## config.mk

```make
export PLATFORM = sky130hd
export DESIGN_NAME = mem_stage
export DESIGN_NICKNAME = d
export VERILOG_FILES = /design/src/rtl/mem_stage.sv
export SDC_FILE = /design/constraint.sdc
export NUM_CORES = 1
export LEC_CHECK = 0
export CAP_MARGIN = 20
export CORE_MARGIN = 2
export CORE_UTILIZATION = 46
export CTS_CLUSTER_DIAMETER = 30
export CTS_CLUSTER_SIZE = 20
export DETAILED_ROUTE_END_ITERATION = 10
export PLACE_DENSITY_LB_ADDON = 0.15
export SLEW_MARGIN = 10
export SYNTH_ARGS = -nofsm -noshare
export SYNTH_HDL_FRONTEND = slang
export SYNTH_SLANG_ARGS = --single-unit
```

## constraint.sdc

```tcl
create_clock -name i_clk -period 2.8 [get_ports i_clk]
set_input_delay 0.42 -clock i_clk [delete_from_list [all_inputs] [get_ports i_clk]]
set_output_delay 0.42 -clock i_clk [all_outputs]
set_load 0.03 [all_outputs]
```

## src/rtl/mem_stage.sv

```systemverilog
// mem_stage: memory pipeline stage of an in-order RV32 core.
//   Accepts one execute-stage result per cycle while idle. Non-memory ops are
//   written back the next cycle. Loads and stores issue a single data-memory
//   request and wait for i_dmem_ack, with a bounded wait (ACK_TIMEOUT).
//   Misaligned or illegal-size accesses complete immediately with o_exc=01.
//   Bus timeouts complete with o_exc=10.
// Ports:
//   i_clk, i_rst                  clock, synchronous active-high reset
//   i_valid / o_ready             upstream handshake
//   i_mem_read, i_mem_write,
//   i_func3, i_alu_result,
//   i_store_data, i_rd,
//   i_reg_write                   op fields from the execute stage
//   o_dmem_*                      data-memory request (word address, lanes)
//   i_dmem_ack, i_dmem_rdata      data-memory response
//   o_valid, o_rd, o_reg_write,
//   o_wb_data, o_exc              write-back result (o_valid is a 1-cycle pulse)
module mem_stage #(
    parameter int ACK_TIMEOUT = 16
) (
    input  logic        i_clk,
    input  logic        i_rst,
    input  logic        i_valid,
    output logic        o_ready,
    input  logic        i_mem_read,
    input  logic        i_mem_write,
    input  logic [2:0]  i_func3,
    input  logic [31:0] i_alu_result,
    input  logic [31:0] i_store_data,
    input  logic [4:0]  i_rd,
    input  logic        i_reg_write,
    output logic        o_dmem_req,
    output logic        o_dmem_we,
    output logic [31:0] o_dmem_addr,
    output logic [31:0] o_dmem_wdata,
    output logic [3:0]  o_dmem_be,
    input  logic        i_dmem_ack,
    input  logic [31:0] i_dmem_rdata,
    output logic        o_valid,
    output logic [4:0]  o_rd,
    output logic        o_reg_write,
    output logic [31:0] o_wb_data,
    output logic [1:0]  o_exc
);

    typedef enum logic [0:0] {
        IDLE = 1'b0,
        BUS  = 1'b1
    } state_t;

    localparam logic [7:0] CNT_LAST = 8'(ACK_TIMEOUT - 1);

    state_t      state_q, state_d;
    logic [7:0]  cnt_q, cnt_d;
    logic        ready_q, ready_d;
    logic        req_q, req_d;
    logic        we_q, we_d;
    logic [31:0] addr_q, addr_d;
    logic [31:0] wdata_q, wdata_d;
    logic [3:0]  be_q, be_d;
    logic        valid_q, valid_d;
    logic [4:0]  rd_q, rd_d;
    logic        rw_q, rw_d;
    logic [31:0] wb_q, wb_d;
    logic [1:0]  exc_q, exc_d;
    // Pending-op fields held while the bus access is outstanding.
    logic [2:0]  f3_q, f3_d;
    logic [1:0]  lane_q, lane_d;
    logic [4:0]  prd_q, prd_d;
    logic        prw_q, prw_d;

    logic        accept;
    logic        is_mem;
    logic        bad_size;
    logic        misaligned;
    logic [7:0]  byte_sel;
    logic [15:0] half_sel;
    logic [31:0] load_data;
    logic [31:0] lane_word;

    assign accept = i_valid && ready_q;
    assign is_mem = i_mem_read || i_mem_write;

    always_comb begin
        bad_size   = (i_func3 == 3'b011) || (i_func3 == 3'b110) || (i_func3 == 3'b111);
        misaligned = ((i_func3[1:0] == 2'b01) && i_alu_result[0]) ||
                     ((i_func3[1:0] == 2'b10) && (i_alu_result[1:0] != 2'b00));
    end

    // Load lane extraction from the registered access offset.
    always_comb begin
        lane_word = i_dmem_rdata >> {lane_q, 3'b000};
        byte_sel  = lane_word[7:0];
        half_sel  = lane_q[1] ? i_dmem_rdata[31:16] : i_dmem_rdata[15:0];
        case (f3_q)
            3'b000:  load_data = {{24{byte_sel[7]}}, byte_sel};
            3'b001:  load_data = {{16{half_sel[15]}}, half_sel};
            3'b100:  load_data = {24'd0, byte_sel};
            3'b101:  load_data = {16'd0, half_sel};
            default: load_data = i_dmem_rdata;
        endcase
    end

    always_comb begin
        state_d = state_q;
        cnt_d   = cnt_q;
        req_d   = req_q;
        we_d    = we_q;
        addr_d  = addr_q;
        wdata_d = wdata_q;
        be_d    = be_q;
        valid_d = 1'b0;
        rd_d    = rd_q;
        rw_d    = rw_q;
        wb_d    = wb_q;
        exc_d   = exc_q;
        f3_d    = f3_q;
        lane_d  = lane_q;
        prd_d   = prd_q;
        prw_d   = prw_q;

        case (state_q)
            IDLE: begin
                if (accept) begin
                    if (!is_mem) begin
                        valid_d = 1'b1;
                        wb_d    = i_alu_result;
                        rd_d    = i_rd;
                        rw_d    = i_reg_write;
                        exc_d   = 2'b00;
                    end else if (bad_size || misaligned) begin
                        valid_d = 1'b1;
                        wb_d    = i_alu_result;
                        rd_d    = i_rd;
                        rw_d    = 1'b0;
                        exc_d   = 2'b01;
                    end else begin
                        state_d = BUS;
                        cnt_d   = '0;
                        req_d   = 1'b1;
                        we_d    = i_mem_write;
                        addr_d  = {i_alu_result[31:2], 2'b00};
                        f3_d    = i_func3;
                        lane_d  = i_alu_result[1:0];
                        prd_d   = i_rd;
                        prw_d   = i_reg_write && !i_mem_write;
                        if (i_mem_write) begin
                            case (i_func3[1:0])
                                2'b00: begin
                                    wdata_d = {4{i_store_data[7:0]}};
                                    be_d    = 4'b0001 << i_alu_result[1:0];
                                end
                                2'b01: begin
                                    wdata_d = {2{i_store_data[15:0]}};
                                    be_d    = 4'b0011 << i_alu_result[1:0];
                                end
                                default: begin
                                    wdata_d = i_store_data;
                                    be_d    = 4'b1111;
                                end
                            endcase
                        end else begin
                            wdata_d = '0;
                            be_d    = 4'b1111;
                        end
                    end
                end
            end
            BUS: begin
                // Ack is checked first so it wins over a coincident timeout.
                if (i_dmem_ack) begin
                    state_d = IDLE;
                    req_d   = 1'b0;
                    valid_d = 1'b1;
                    rd_d    = prd_q;
                    rw_d    = prw_q;
                    exc_d   = 2'b00;
                    wb_d    = we_q ? {addr_q[31:2], lane_q} : load_data;
                end else if (cnt_q == CNT_LAST) begin
                    state_d = IDLE;
                    req_d   = 1'b0;
                    valid_d = 1'b1;
                    rd_d    = prd_q;
                    rw_d    = 1'b0;
                    exc_d   = 2'b10;
                    wb_d    = {addr_q[31:2], lane_q};
                end else begin
                    cnt_d = cnt_q + 8'd1;
                end
            end
            default: state_d = IDLE;
        endcase

        ready_d = (state_d == IDLE);
    end

    always_ff @(posedge i_clk) begin
        if (i_rst) begin
            state_q <= IDLE;
            cnt_q   <= '0;
            ready_q <= 1'b0;
            req_q   <= 1'b0;
            we_q    <= 1'b0;
            addr_q  <= '0;
            wdata_q <= '0;
            be_q    <= '0;
            valid_q <= 1'b0;
            rd_q    <= '0;
            rw_q    <= 1'b0;
            wb_q    <= '0;
            exc_q   <= '0;
            f3_q    <= '0;
            lane_q  <= '0;
            prd_q   <= '0;
            prw_q   <= 1'b0;
        end else begin
            state_q <= state_d;
            cnt_q   <= cnt_d;
            ready_q <= ready_d;
            req_q   <= req_d;
            we_q    <= we_d;
            addr_q  <= addr_d;
            wdata_q <= wdata_d;
            be_q    <= be_d;
            valid_q <= valid_d;
            rd_q    <= rd_d;
            rw_q    <= rw_d;
            wb_q    <= wb_d;
            exc_q   <= exc_d;
            f3_q    <= f3_d;
            lane_q  <= lane_d;
            prd_q   <= prd_d;
            prw_q   <= prw_d;
        end
    end

    assign o_ready      = ready_q;
    assign o_dmem_req   = req_q;
    assign o_dmem_we    = we_q;
    assign o_dmem_addr  = addr_q;
    assign o_dmem_wdata = wdata_q;
    assign o_dmem_be    = be_q;
    assign o_valid      = valid_q;
    assign o_rd         = rd_q;
    assign o_reg_write  = rw_q;
    assign o_wb_data    = wb_q;
    assign o_exc        = exc_q;

endmodule
```

==> results_dict.tcl, run 1 <==
set metrics [dict create \
    synth-seq-cells 130 \
    clk_path_buf_depth 2 \
    finalWirelength_um 20800 \
    grt_pass1_wl_um 33000 \
    via_count 6794 \
    leading_post_synthesis_cells_by_cell_area "sky130_fd_sc_hd__dfxtp_1 41%, sky130_fd_sc_hd__nand2_1 10%, sky130_fd_sc_hd__a21oi_1 5.3%" \
    ir_drop_worst_case_vdd_uv 480 \
    critical-path-top-delay-family "simple AND/OR/NAND/NOR gates" \
    worst_hold_path.num_cells 2 \
    critical_path.cell_chain "or4_4, o21a_1, or3_4, buf_12, a2111oi_2, a32o_1" \
    internal-power_w 0.00367 \
    vias_per_cell 5.61 \
    globalRoute.totalOverflow 0 \
    clock_sink_count 130 \
    unrepaired_setup_endpoints_after_global_routing "false" \
    die_area_sq_um 14700 \
    share_seq_of_total_power_pct 39.4 \
    global_route.usage.met2_pct 44.3 \
    core_region_area_sq_um 13300 \
    max_transition_viols_final 0 \
    worstPathMaxFanout 27 \
    htree_num_levels 4 \
    switching_share_pct 27.4 \
    num_rows 42 \
    fraction_of_registers_with_async_set_reset_pct 0 \
    max_freq_mhz 441 \
    post_cts_resized 0 \
    worstHoldPathType "in -> reg" \
    fin_skew_ns 0.00812 \
    clock_insertion_delay_worst_skew_ns 0.42 \
    hold_viol_final 0 \
    synthDistinctLibCells 53 \
    status "finished, final reports clean" \
    drc 0 \
    grt_antenna_before_repair 0 \
    max_cap_violations 0 \
    nets 1136 \
    vias_in_the_first_global_route 6260 \
    clkSlewWorstSetupHoldPaths_ns 0.06 \
    worst_ep_required_time_ns 3.16 \
    crit_slowest_cell "sky130_fd_sc_hd__or3_4" \
    die_h_um 121 \
    cts_root_buf "sky130_fd_sc_hd__clkbuf_16" \
    max_slew_headroom_at_the_worst_pin_pct 58.6 \
    comb_power_share_pct 19.1 \
    netlist_instances 821 \
    fp.dieW_um 121 \
    final.fill_count 1119 \
    power.net_switching_w 0.00138 \
    post-layout-total-power_w 0.00505 \
    timing.hold.worst.start "i_rst" \
    max_stage_delay_ns 0.52 \
    timing.reg2reg.worst_path_depth 6 \
    portBuffers 220 \
    worst_pin_slew_ns 0.605 \
    fin_crit_sh_pct 81.0 \
    globalRouteTotalUtil_pct 28.7 \
    critical_path.reg2reg.endpoint "o_wb_data[15]$_SDFFE_PP0P_" \
    finalCriticalPeriod_ns 2.27 \
    layout.cells.most_common "sky130_fd_sc_hd__clkdlybuf4s50_1" \
    critPathLaunchType "flop" \
    largest_area_contributor_in_the_synthesized_netlist "sky130_fd_sc_hd__dfxtp_1" \
    yosys.area.top_type_share_pct 41.3 \
    drt_first_pass_iters 6 \
    detail-route-antenna-nets 0 \
    antenna_cells 0 \
    path_class "reg -> reg" \
    end_kind "flop" \
    worstPathBufferInverterCount 1 \
    postCtsSetupBuffers 0 \
    regToRegSetupSlack_ns 0.53 \
    mostFrequentLayoutCells "219 x sky130_fd_sc_hd__clkdlybuf4s50_1, 170 x sky130_fd_sc_hd__nand2_1, 129 x sky130_fd_sc_hd__dfxtp_1, 77 x sky130_fd_sc_hd__nor2_1, 67 x sky130_fd_sc_hd__a21oi_1" \
    start_util_pct 47.4 \
    end_of_the_worst_hold_path "state_q$_SDFF_PP0_" \
    gr-usage-met3_pct 7.47 \
    synthesis.area_per_instance_sq_um 7.68 \
    power.leakage_nw 3.35 \
    hold_buffers_post_cts 0 \
    drtIter0Drc 711 \
    drt-wirelength-per-cell_um 17.2 \
    boundaryPins 223 \
    area_growth_pct 47.5 \
    numCtsBuffers 17 \
    synth-edff-count 0 \
    cp_data_arrival_time_ns 2.63 \
    worstReg2RegStart "cnt_q[4]$_SDFFE_PP0P_" \
    tritoncts "built" \
    synth_area_sq_um 6300 \
    cellPowerDensity_nw_per_um2 543 \
    synth_sequential_area_ratio_pct 41.3 \
    drive_gt1_share_pct 7.73 \
    finalSetupViolations 0 \
    ys_warn_count 0 \
    timing.setup.tns_ns 0 \
    grt_use_met1_pct 38.5 \
    gp_congestion 0.937 \
    post-dp-hpwl_um 14800 \
    synth-main-ff-cell "sky130_fd_sc_hd__dfxtp_1" \
    clock_power_share_pct 41.5 \
    grt_max_degree 49 \
    busiest_layer "met2" \
]
==> Yosys cell counts, types with 3 or more instances <==
library cell                  n
sky130_fd_sc_hd__o211ai_1     9
sky130_fd_sc_hd__nor2b_1     13
sky130_fd_sc_hd__nand3_1     27
sky130_fd_sc_hd__o21ai_0     54
sky130_fd_sc_hd__and3_1       4
sky130_fd_sc_hd__nand2_1    170
sky130_fd_sc_hd__a22o_1       8
sky130_fd_sc_hd__a31oi_1     25
sky130_fd_sc_hd__dfxtp_1    130
sky130_fd_sc_hd__buf_2        5
sky130_fd_sc_hd__nor3b_1     18
sky130_fd_sc_hd__a211oi_1    15
sky130_fd_sc_hd__a2111oi_0    5
sky130_fd_sc_hd__o21a_1       3
sky130_fd_sc_hd__mux2i_1     30
sky130_fd_sc_hd__nor3_1      33
sky130_fd_sc_hd__inv_1        7
sky130_fd_sc_hd__nor2_1      78
sky130_fd_sc_hd__clkbuf_1    52
sky130_fd_sc_hd__a21oi_1     67
sky130_fd_sc_hd__o22ai_1      5
sky130_fd_sc_hd__buf_6        4
sky130_fd_sc_hd__xnor2_1      4
sky130_fd_sc_hd__nand2b_1     4
sky130_fd_sc_hd__o41ai_2      7
sky130_fd_sc_hd__buf_1        9
==> worst register-to-register path, delay by kind of cell (launching register included) <==
kind	cells	cell delay (ns)
and+or+nand+nor	2	1.03
DFF	1	0.36
buffers and inverters	1	0.21
AOI/OAI and AO/OA	3	0.61
==> routing by layer <==
metal | vias up | part of all wire (%)
met5 | - | 0
met1 | 3189 | 43
met3 | 38 | 9.0
met2 | 286 | 46
met4 | 0 | 2.2
li1 | 3281 | -
==> through the flow <==
step	setup slack, ns	util [%]	std cells	cell area, sq um	hold slack [ns]
after floorplan	0.620	-	822	6310	0.432
final	0.532	69.9	1211	9300	0.206
after global routing	0.434	69.9	1211	9300	0.213
after global placement	0.286	65.8	1181	8750	0.435
after detailed placement	0.203	65.8	1181	8750	0.443
after CTS	0.535	69.9	1211	9300	0.197
==> worst max path at each step <==
stage	slack [ns]	to	from	cells after the start
floorplan	0.62	o_wb_data[16]$_SDFFE_PP0P_	cnt_q[7]$_SDFFE_PP0P_	8
global placement	0.29	o_wb_data[15]$_SDFFE_PP0P_	i_func3[0]	7
detailed placement	0.20	o_wb_data[15]$_SDFFE_PP0P_	i_func3[0]	7
global route	0.43	o_wb_data[15]$_SDFFE_PP0P_	cnt_q[4]$_SDFFE_PP0P_	6
CTS	0.53	o_wb_data[15]$_SDFFE_PP0P_	cnt_q[4]$_SDFFE_PP0P_	6
finish	0.53	o_wb_data[15]$_SDFFE_PP0P_	cnt_q[4]$_SDFFE_PP0P_	6
==> registers in the layout (all words and copies together), names as in the netlist, 2 cells and up <==
name,flops
lane_q,2
o_wb_data,32
o_dmem_be,4
o_exc,2
o_dmem_addr,30
prd_q,5
o_dmem_wdata,32
cnt_q,8
f3_q,3
o_rd,5
==> power by group through the flow <==
stage / registers [W] / clock network, W / logic, W
floorplan: 0.00217 / 0 / 0.000358
CTS: 0.00199 / 0.00210 / 0.000962
detailed placement: 0.00203 / 0 / 0.000957
finish: 0.00199 / 0.00209 / 0.000966
global placement: 0.00203 / 0 / 0.000952
global route: 0.00200 / 0.00219 / 0.00103
==> cell families after synthesis <==
logic type	count (synthesis)	share of synthesized area [%]
simple gates	358	25.3
compound gates	214	21.8
flops	130	41.3
buf+inv	80	5.46
mux	31	5.12
xor+xnor	6	0.834
fa+ha+maj	1	0.198
other cells	1	0.0595
==> layout make-up <==
class | count | area, sq um | area share (%)
timing repair buffer | 255 | 2520 | 27.2
clock buffer | 25 | 495 | 5.33
sequential | 130 | 2600 | 28.0
multi-input combinational | 612 | 3370 | 36.3
clock inverter | 5 | 52.6 | 0.565
tap | 176 | 220 | 2.37
inverter | 8 | 30.0 | 0.323
(Power assumes the default switching activity.)
==> run 2, diff against run 1 <==
==> constraint.sdc (replaced) <==
create_clock -name i_clk -period 2.09 [get_ports i_clk]
set_input_delay 0.3135 -clock i_clk [delete_from_list [all_inputs] [get_ports i_clk]]
set_output_delay 0.3135 -clock i_clk [all_outputs]
set_load 0.03 [all_outputs]
==> run 2 against run 1 <==
Die area is the same. Clock skew fell by 0.0011 ns. Wire length is 5.8% higher. Cell count up 4.6%. Count of clock-buffer cells in the layout shrank 5. Sequential share of layout area fell by 1.6 points. Total power is 36% higher. Critical path type unchanged. Largest power group unchanged.
==> results_dict.tcl, run 2 (synthesis gave the netlist of run 1 again) <==
set metrics [dict create \
    clock_sink_count 130 \
    tritoncts "built" \
    area_growth_pct 56.8 \
    drt-wirelength-per-cell_um 17.4 \
    end_kind "flop" \
    grt_antenna_before_repair 0 \
    globalRouteTotalUtil_pct 29.9 \
    critPathLaunchType "flop" \
    finalSetupViolations 0 \
    detail-route-antenna-nets 0 \
    die_h_um 121 \
    final_cell_area_sq_um 9890 \
    worst_ep_required_time_ns 2.43 \
    post-dp-hpwl_um 15700 \
    gp_congestion 0.918 \
    clock_insertion_delay_worst_skew_ns 0.42 \
    power.leakage_nw 3.68 \
    max_slew_headroom_at_the_worst_pin_pct 32.2 \
    grt_pass1_wl_um 34300 \
    start_util_pct 47.4 \
    mostFrequentLayoutCells "219 x sky130_fd_sc_hd__clkdlybuf4s50_1, 170 x sky130_fd_sc_hd__nand2_1, 127 x sky130_fd_sc_hd__dfxtp_1, 80 x sky130_fd_sc_hd__buf_4, 77 x sky130_fd_sc_hd__nor2_1" \
    cts_root_buf "sky130_fd_sc_hd__clkbuf_16" \
    grt_max_degree 34 \
    max_stage_delay_ns 0.52 \
    final_core_util_pct 74.4 \
    fp.dieW_um 121 \
    globalRoute.totalOverflow 0 \
    critPathMostFrequentCell "sky130_fd_sc_hd__buf_4" \
    finalWirelength_um 22100 \
    boundaryPins 223 \
    multi_input_area_sq_um 3490 \
    fin_crit_sh_pct 99.3 \
    crit_slowest_cell "sky130_fd_sc_hd__or4_4" \
    vias_per_cell 5.55 \
    antenna_cells 0 \
    cp_data_arrival_time_ns 2.42 \
    clkSlewWorstSetupHoldPaths_ns 0.06 \
    finalCriticalPeriod_ns 2.08 \
    cellPowerDensity_nw_per_um2 695 \
    max_transition_viols_final 0 \
    drive_gt1_share_pct 14.8 \
    layout.cells.most_common "sky130_fd_sc_hd__clkdlybuf4s50_1" \
    die_area_sq_um 14700 \
    path_class "reg -> reg" \
    critical_path.cell_chain "or4_4, o21a_4, buf_4, nor3_4, buf_4, clkbuf_16, nor2_1, nor3_1" \
    clk_path_buf_depth 2 \
    post_dp_cell_area_sq_um 9220 \
    worst_pin_slew_ns 1.01 \
    drtIter0Drc 518 \
    vias_in_the_first_global_route 6686 \
    portBuffers 220 \
    ir_drop_worst_case_vdd_uv 506 \
    drc 0 \
    num_rows 42 \
    hold_viol_final 0 \
    status "finished, final reports clean" \
    worstPathMaxFanout 10 \
    max_cap_violations 0 \
    core_region_area_sq_um 13300 \
    fin_skew_ns 0.00701 \
    nets 1191 \
    max_freq_mhz 482 \
    via_count 7028 \
    numCtsBuffers 17 \
    worstHoldPathType "in -> reg" \
    final.fill_count 1008 \
    htree_num_levels 4 \
    drt_first_pass_iters 5 \
    seq_area_sq_um 2610 \
    unrepaired_setup_endpoints_after_global_routing "true" \
    hold_buffers_post_cts 0 \
]
==> run 2: layout make-up <==
type / instances / share of cell area, %
Inverter: 8 / 0.304
Clock inverter: 11 / 0.899
Sequential cell: 130 / 26.4
Tap cell: 176 / 2.23
Timing Repair Buffer: 310 / 30.3
Multi-Input combinational cell: 612 / 35.3
Clock buffer: 20 / 4.62
==> run 2: worst paths after layout <==
kind / start / to / slack (ns) / cells past startpoint
worst max-delay path: cnt_q[7]$_SDFFE_PP0P_ / o_wb_data[27]$_SDFFE_PP0P_ / 0.01 / 8
worst min-delay path: i_rst / o_dmem_req$_SDFFE_PP0P_ / 0.26 / 2
worst max register to register: cnt_q[7]$_SDFFE_PP0P_ / o_wb_data[27]$_SDFFE_PP0P_ / 0.01 / 8
worst min register to register: o_dmem_wdata[18]$_SDFFE_PP0P_ / o_dmem_wdata[18]$_SDFFE_PP0P_ / 0.45 / 2
==> run 2: critical path, delay by kind of cell (launching register included) <==
| family | cells | cell delay [ns] |
|---|---|---|
| flops | 1 | 0.33 |
| compound gates | 1 | 0.23 |
| simple gates | 4 | 0.93 |
| buf+inv | 3 | 0.50 |
==> run 2: layer usage <==
layer | up-vias | GRT usage (%) | wire [um]
li1 | 3388 | - | -
met1 | 3304 | 37.5 | 9260
met2 | 285 | 49.0 | 10700
met3 | 51 | 7.05 | 1450
met4 | 0 | 13.0 | 660
met5 | - | 0 | 0
==> run 2: power by group <==
| group | internal, W | switching [W] | leakage, nW | total, W |
|---|---|---|---|---|
| combinational | 0.000667 | 0.000761 | 2.35 | 0.00143 |
| sequential | 0.00259 | 0.0000727 | 1.06 | 0.00266 |
| clock | 0.00167 | 0.00110 | 0.271 | 0.00278 |
| total | 0.00493 | 0.00194 | 3.68 | 0.00687 |
==> run 2: what timing repair did <==
action                                  in CTS  in global routing
resized for setup                            4                  7
buffers inserted                             2                  2
pin swaps                                    4                  2
cloned                                       0                  1
endpoints found under the setup margin       5                 27
==> run 2: through the flow <==
stage                     setup TNS [ns]  hold WS (ns)  worst slack, ns  power [W]  std cells
final                                  0         0.263           0.0146    0.00687       1267
after global routing              -0.178         0.275          -0.0353    0.00713       1267
after CTS                        -0.0406         0.246          -0.0313    0.00687       1264
after detailed placement          -11.97         0.442           -0.255    0.00409       1231
after global placement             -7.46         0.434           -0.239    0.00408       1231
after floorplan                 -0.00593         0.432         -0.00524    0.00340        822
